`src/rtl/rx_sr_pkg.sv`:
```
// Shared definitions for the UART receive shift register: idle fill level,
// frame-length helper and the per-frame error flag bundle.
package rx_sr_pkg;

  localparam logic RX_IDLE_LEVEL = 1'b1;

  typedef struct packed {
    logic parity;
    logic framing;
  } rx_err_t;

  function automatic int frame_bits(input int data_bits, input int parity_en);
    return data_bits + parity_en + 1;
  endfunction

endpackage

```
`src/rtl/rx_bit_counter.sv`:
```
// Rollover bit counter: counts enables, wraps to 0 after rollover_val and
// raises rollover_flag for one cycle on the wrapping edge; clear wins over count.
module rx_bit_counter #(
  parameter int WIDTH = 4
) (
  input  logic             clk,
  input  logic             n_rst,
  input  logic             clear,
  input  logic             count_enable,
  input  logic [WIDTH-1:0] rollover_val,
  output logic [WIDTH-1:0] count_out,
  output logic             rollover_flag
);

  logic [WIDTH-1:0] count_q, count_d;
  logic             flag_q, flag_d;

  always_comb begin
    count_d = count_q;
    flag_d  = 1'b0;
    if (clear) begin
      count_d = '0;
    end else if (count_enable) begin
      if (count_q == rollover_val) begin
        count_d = '0;
        flag_d  = 1'b1;
      end else begin
        count_d = count_q + WIDTH'(1);
      end
    end
  end

  always_ff @(posedge clk or negedge n_rst) begin
    if (!n_rst) begin
      count_q <= '0;
      flag_q  <= 1'b0;
    end else begin
      count_q <= count_d;
      flag_q  <= flag_d;
    end
  end

  assign count_out     = count_q;
  assign rollover_flag = flag_q;

endmodule

```
`src/rtl/rx_frame_sr.sv`:
```
// UART receive shift register: LSB-first capture of data, optional parity and stop bit.
// All outputs are registered and update on the shifting edge; clear restarts the frame.
module rx_frame_sr
  import rx_sr_pkg::*;
#(
  parameter  int DATA_BITS  = 8,
  parameter  int PARITY_EN  = 0,
  parameter  int PARITY_ODD = 0,
  localparam int FRAME_BITS = frame_bits(DATA_BITS, PARITY_EN),
  localparam int CNT_W      = $clog2(FRAME_BITS + 1)
) (
  input  logic                 clk,
  input  logic                 n_rst,
  input  logic                 shift_strobe,
  input  logic                 serial_in,
  input  logic                 clear,
  output logic [DATA_BITS-1:0] packet_data,
  output logic                 parity_bit,
  output logic                 stop_bit,
  output logic [CNT_W-1:0]     bit_count,
  output logic                 frame_done,
  output logic                 parity_error,
  output logic                 framing_error
);

  localparam logic             PAR_EN   = (PARITY_EN != 0);
  localparam logic             PAR_ODD  = (PARITY_ODD != 0);
  localparam logic [CNT_W-1:0] LAST_CNT = CNT_W'(FRAME_BITS - 1);

  logic [FRAME_BITS-1:0] sr_q, sr_d;
  rx_err_t               err_q, err_d;
  logic                  last_bit;

  assign last_bit = shift_strobe && (bit_count == LAST_CNT);

  // Errors are judged on the post-shift frame, so they read sr_d rather than sr_q.
  always_comb begin
    sr_d  = sr_q;
    err_d = err_q;
    if (clear) begin
      sr_d  = {FRAME_BITS{RX_IDLE_LEVEL}};
      err_d = '0;
    end else if (shift_strobe) begin
      sr_d = {serial_in, sr_q[FRAME_BITS-1:1]};
      if (last_bit) begin
        err_d.framing = ~serial_in;
        err_d.parity  = PAR_EN & ((^sr_d[DATA_BITS+PARITY_EN-1:0]) != PAR_ODD);
      end
    end
  end

  always_ff @(posedge clk or negedge n_rst) begin
    if (!n_rst) begin
      sr_q  <= {FRAME_BITS{RX_IDLE_LEVEL}};
      err_q <= '0;
    end else begin
      sr_q  <= sr_d;
      err_q <= err_d;
    end
  end

  rx_bit_counter #(
    .WIDTH(CNT_W)
  ) u_bit_counter (
    .clk          (clk),
    .n_rst        (n_rst),
    .clear        (clear),
    .count_enable (shift_strobe),
    .rollover_val (LAST_CNT),
    .count_out    (bit_count),
    .rollover_flag(frame_done)
  );

  if (PARITY_EN != 0) begin : g_parity
    assign parity_bit = sr_q[DATA_BITS];
  end else begin : g_no_parity
    assign parity_bit = RX_IDLE_LEVEL;
  end

  assign packet_data   = sr_q[DATA_BITS-1:0];
  assign stop_bit      = sr_q[FRAME_BITS-1];
  assign parity_error  = err_q.parity;
  assign framing_error = err_q.framing;

endmodule

```
`config.mk`:
```
export PLATFORM = sky130hd
export DESIGN_NAME = rx_frame_sr
export DESIGN_NICKNAME = d
export VERILOG_FILES = /design/src/rtl/rx_sr_pkg.sv /design/src/rtl/rx_bit_counter.sv /design/src/rtl/rx_frame_sr.sv
export SDC_FILE = /design/constraint.sdc
export NUM_CORES = 1
export LEC_CHECK = 0
export CAP_MARGIN = 10
export CORE_ASPECT_RATIO = 0.7
export CORE_UTILIZATION = 41
export DETAILED_ROUTE_END_ITERATION = 8
export GPL_ROUTABILITY_DRIVEN = 0
export PLACE_DENSITY = 0.8
export SETUP_SLACK_MARGIN = 0.3
export SYNTH_ARGS = -nofsm -noshare
export SYNTH_HDL_FRONTEND = slang
export SYNTH_HIERARCHICAL = 1
export SYNTH_SLANG_ARGS = --single-unit
export TNS_END_PERCENT = 20
```
`constraint.sdc`:
```
create_clock -name clk -period 1.25 [get_ports clk]
set_input_delay 0.25 -clock clk [delete_from_list [all_inputs] [get_ports clk]]
set_output_delay 0.25 -clock clk [all_outputs]
set_load 0.02 [all_outputs]
```
==> qor.txt <==
status - finished, violations left
failing checks - negative setup slack
area added between synthesis and finish - 57.19%
fmax - 0.7935 GHz
Root Driver - clkbuf_4
largest net degree at the start of global routing - 17
syn avg cell area - 11.61 sq um
Ports - 22
global-route wire length before repair - 2.870 mm
Worst Path Max Fanout - 5
top cells by count, synth - a211o_1 (9), dfstp_2 (9), nor2b_1 (9)
minimum clock period - 1.260 ns
Design Area, Final - 1259 sq um
Startpoint Class - register
CTS Buf Count - 3
DRC Markers - 0
WL per Instance - 13.98 um
CTS clock-pin slew for the worst setup and hold paths - 0.09 ns
Port-buffer cells - 19
htree depth - 1
initial antenna violation count - 0
clk_lat worst skew - 0.29 ns
initial detailed-routing violation count - 7
Die Area - 2137 sq um
FP Rows - 12
number of flops mapped to enable cells by yosys - 0
Mapped Area - 800.8 sq um
Final Skew - 0.002694 ns
critical path required time - 1.49 ns
layout net count - 117
P per Cell Area - 899.7 nW/um^2
CTS tree - done
Remaining Overflow, GRT - 0
Peak VDD IR - 719.3 uV
Initial Utilization - 46.78%
Die Span Y - 38.98 um
Placed Cells - 127
Die W - 54.82 um
fin worst setup slack - -0.01029 ns
Post-Place Cell Area - 1152 sq um
R2R Path End - u_bit_counter/rollover_flag$_DFF_PN0_
Setup-failing EPs final - 3
Yosys top cell by area - dfstp_2
first-pass iteration count of the detailed router - 3
ANT cells - 0
fin crit share - 100.8%
Total Wirelength - 1.832 mm
FFs w/ async S/R, synth - 100.0%
final hold vios - 0
sequential element share of the synthesized area - 48.28%
RR Startpoint - u_bit_counter/count_out[2]$_DFFE_PN0P_
top post-synthesis cells by area - dfstp_2 (30%), dfrtp_1 (19%), a211o_1 (9.8%)
DP Worst Slack - -0.2365 ns
yosys synthesis warning count - 6
vias in the first global route - 618
CTS Buffer Depth - 2
fill cell count - 106
ANT nets after route - 0
setup_tns - -0.01276 ns
final core occ - 73.54%
Worst Hold Class - in2async
Final Slew Violations - 0
GRT Util Overall - 20.44%
Synth top area share - 29.53%
total number of vias - 630
Seq cells post-synth - 15
most used flip-flop cell after synthesis - dfstp_2
Fin Hold WS - 0.2580 ns
share of layout cells above drive strength 1 - 58.18%
RSZ-0062 raised after global routing - true
core footprint - 1712 sq um
synth unique cells - 26
r2r setup slk - -0.01 ns
crit path DAT - 1.50 ns
reg2reg path depth - 4
Crit. End Element - register
Leak - 0.5667 nW
routed vias/inst - 4.809
CTS sink cnt - 15
number of setup buffers added after CTS - 0
Power, Total - 1.132 mW
HPWL after detailed placement - 1.236 mm
Final Non-Filler Cells - 131
Setup CP Type - reg2reg
Syn Inst Count - 69
Max Cap Viol - 0
## cells in the final DEF, fill, tap and decap left out, types with 2 or more instances in the layout
master and n:
a211o_1 9, dlygate4sd2_1 2, buf_6 19, clkbuf_4 3, nor2b_1 3, dfstp_2 9
nor2b_4 3, nor2b_2 3, buf_2 2, buf_4 14, dfrtp_1 2, conb_1 6
nor2_1 3, nand2_1 3, clkdlybuf4s50_1 2, nand2b_1 3, dfrtp_2 4, xor2_1 4
## worst max-delay path by stage
stage	from	end
floorplan	u_bit_counter/count_out[0]$_DFFE_PN0P_	u_bit_counter/count_out[2]$_DFFE_PN0P_
global placement	shift_strobe	u_bit_counter/count_out[3]$_DFFE_PN0P_
detailed placement	shift_strobe	u_bit_counter/count_out[2]$_DFFE_PN0P_
CTS	u_bit_counter/count_out[1]$_DFFE_PN0P_	u_bit_counter/rollover_flag$_DFF_PN0_
global route	u_bit_counter/count_out[1]$_DFFE_PN0P_	framing_error$_DFFE_PN0P_
finish	u_bit_counter/count_out[2]$_DFFE_PN0P_	u_bit_counter/rollover_flag$_DFF_PN0_
## critical path, cell delays in order (launching register included)
cell,delay [ns]
dfrtp_2,0.45
xor2_1,0.16
nor4_2,0.26
buf_4,0.19
and3b_1,0.15
## repair_timing
item	4_1_cts	5_1_grt
gates resized for setup	93	11
pin swaps	11	5
hold buffers	0	0
endpoints found under the setup margin	30	28
## state kept, by name, summed over array words and instances, names as in the netlist
signal	cells
framing_error	1
sr_q	9
u_bit_counter/count_out	4
u_bit_counter/rollover_flag	1
## cells by family after synthesis
| group | share of synthesized area [%] |
|---|---|
| simple gates | 19.37 |
| compound gates | 16.41 |
| flops | 48.28 |
| buf+inv | 6.405 |
| xor+xnor | 4.375 |
| other cells | 0.9378 |
| mux | 2.656 |
| fa+ha+maj | 1.562 |
## layer usage
metal,part of all wire [%],vias to the layer above,routed length (um),global-route usage (%)
met5,0,-,0,0
met2,50,11,919,38.25
li1,-,317,-,-
met4,1.5,0,27,5.769
met3,2.6,5,47,7.059
met1,46,297,837,21.39
## power by group
part	total, mW	internal [mW]	switching [mW]
clock network	0.289	0.124	0.164
registers	0.553	0.526	0.0273
logic	0.291	0.151	0.140
## layout make-up
type | count | area, sq um | share of cell area, %
multi-input combinational | 51 | 444.2 | 35.29
clock buffer | 4 | 26.28 | 2.087
tap | 21 | 26.28 | 2.087
timing repair buffer | 39 | 366.6 | 29.13
inverter | 1 | 3.754 | 0.2982
sequential | 15 | 391.6 | 31.11
No activity file was read; power rests on OpenSTA's default activity.
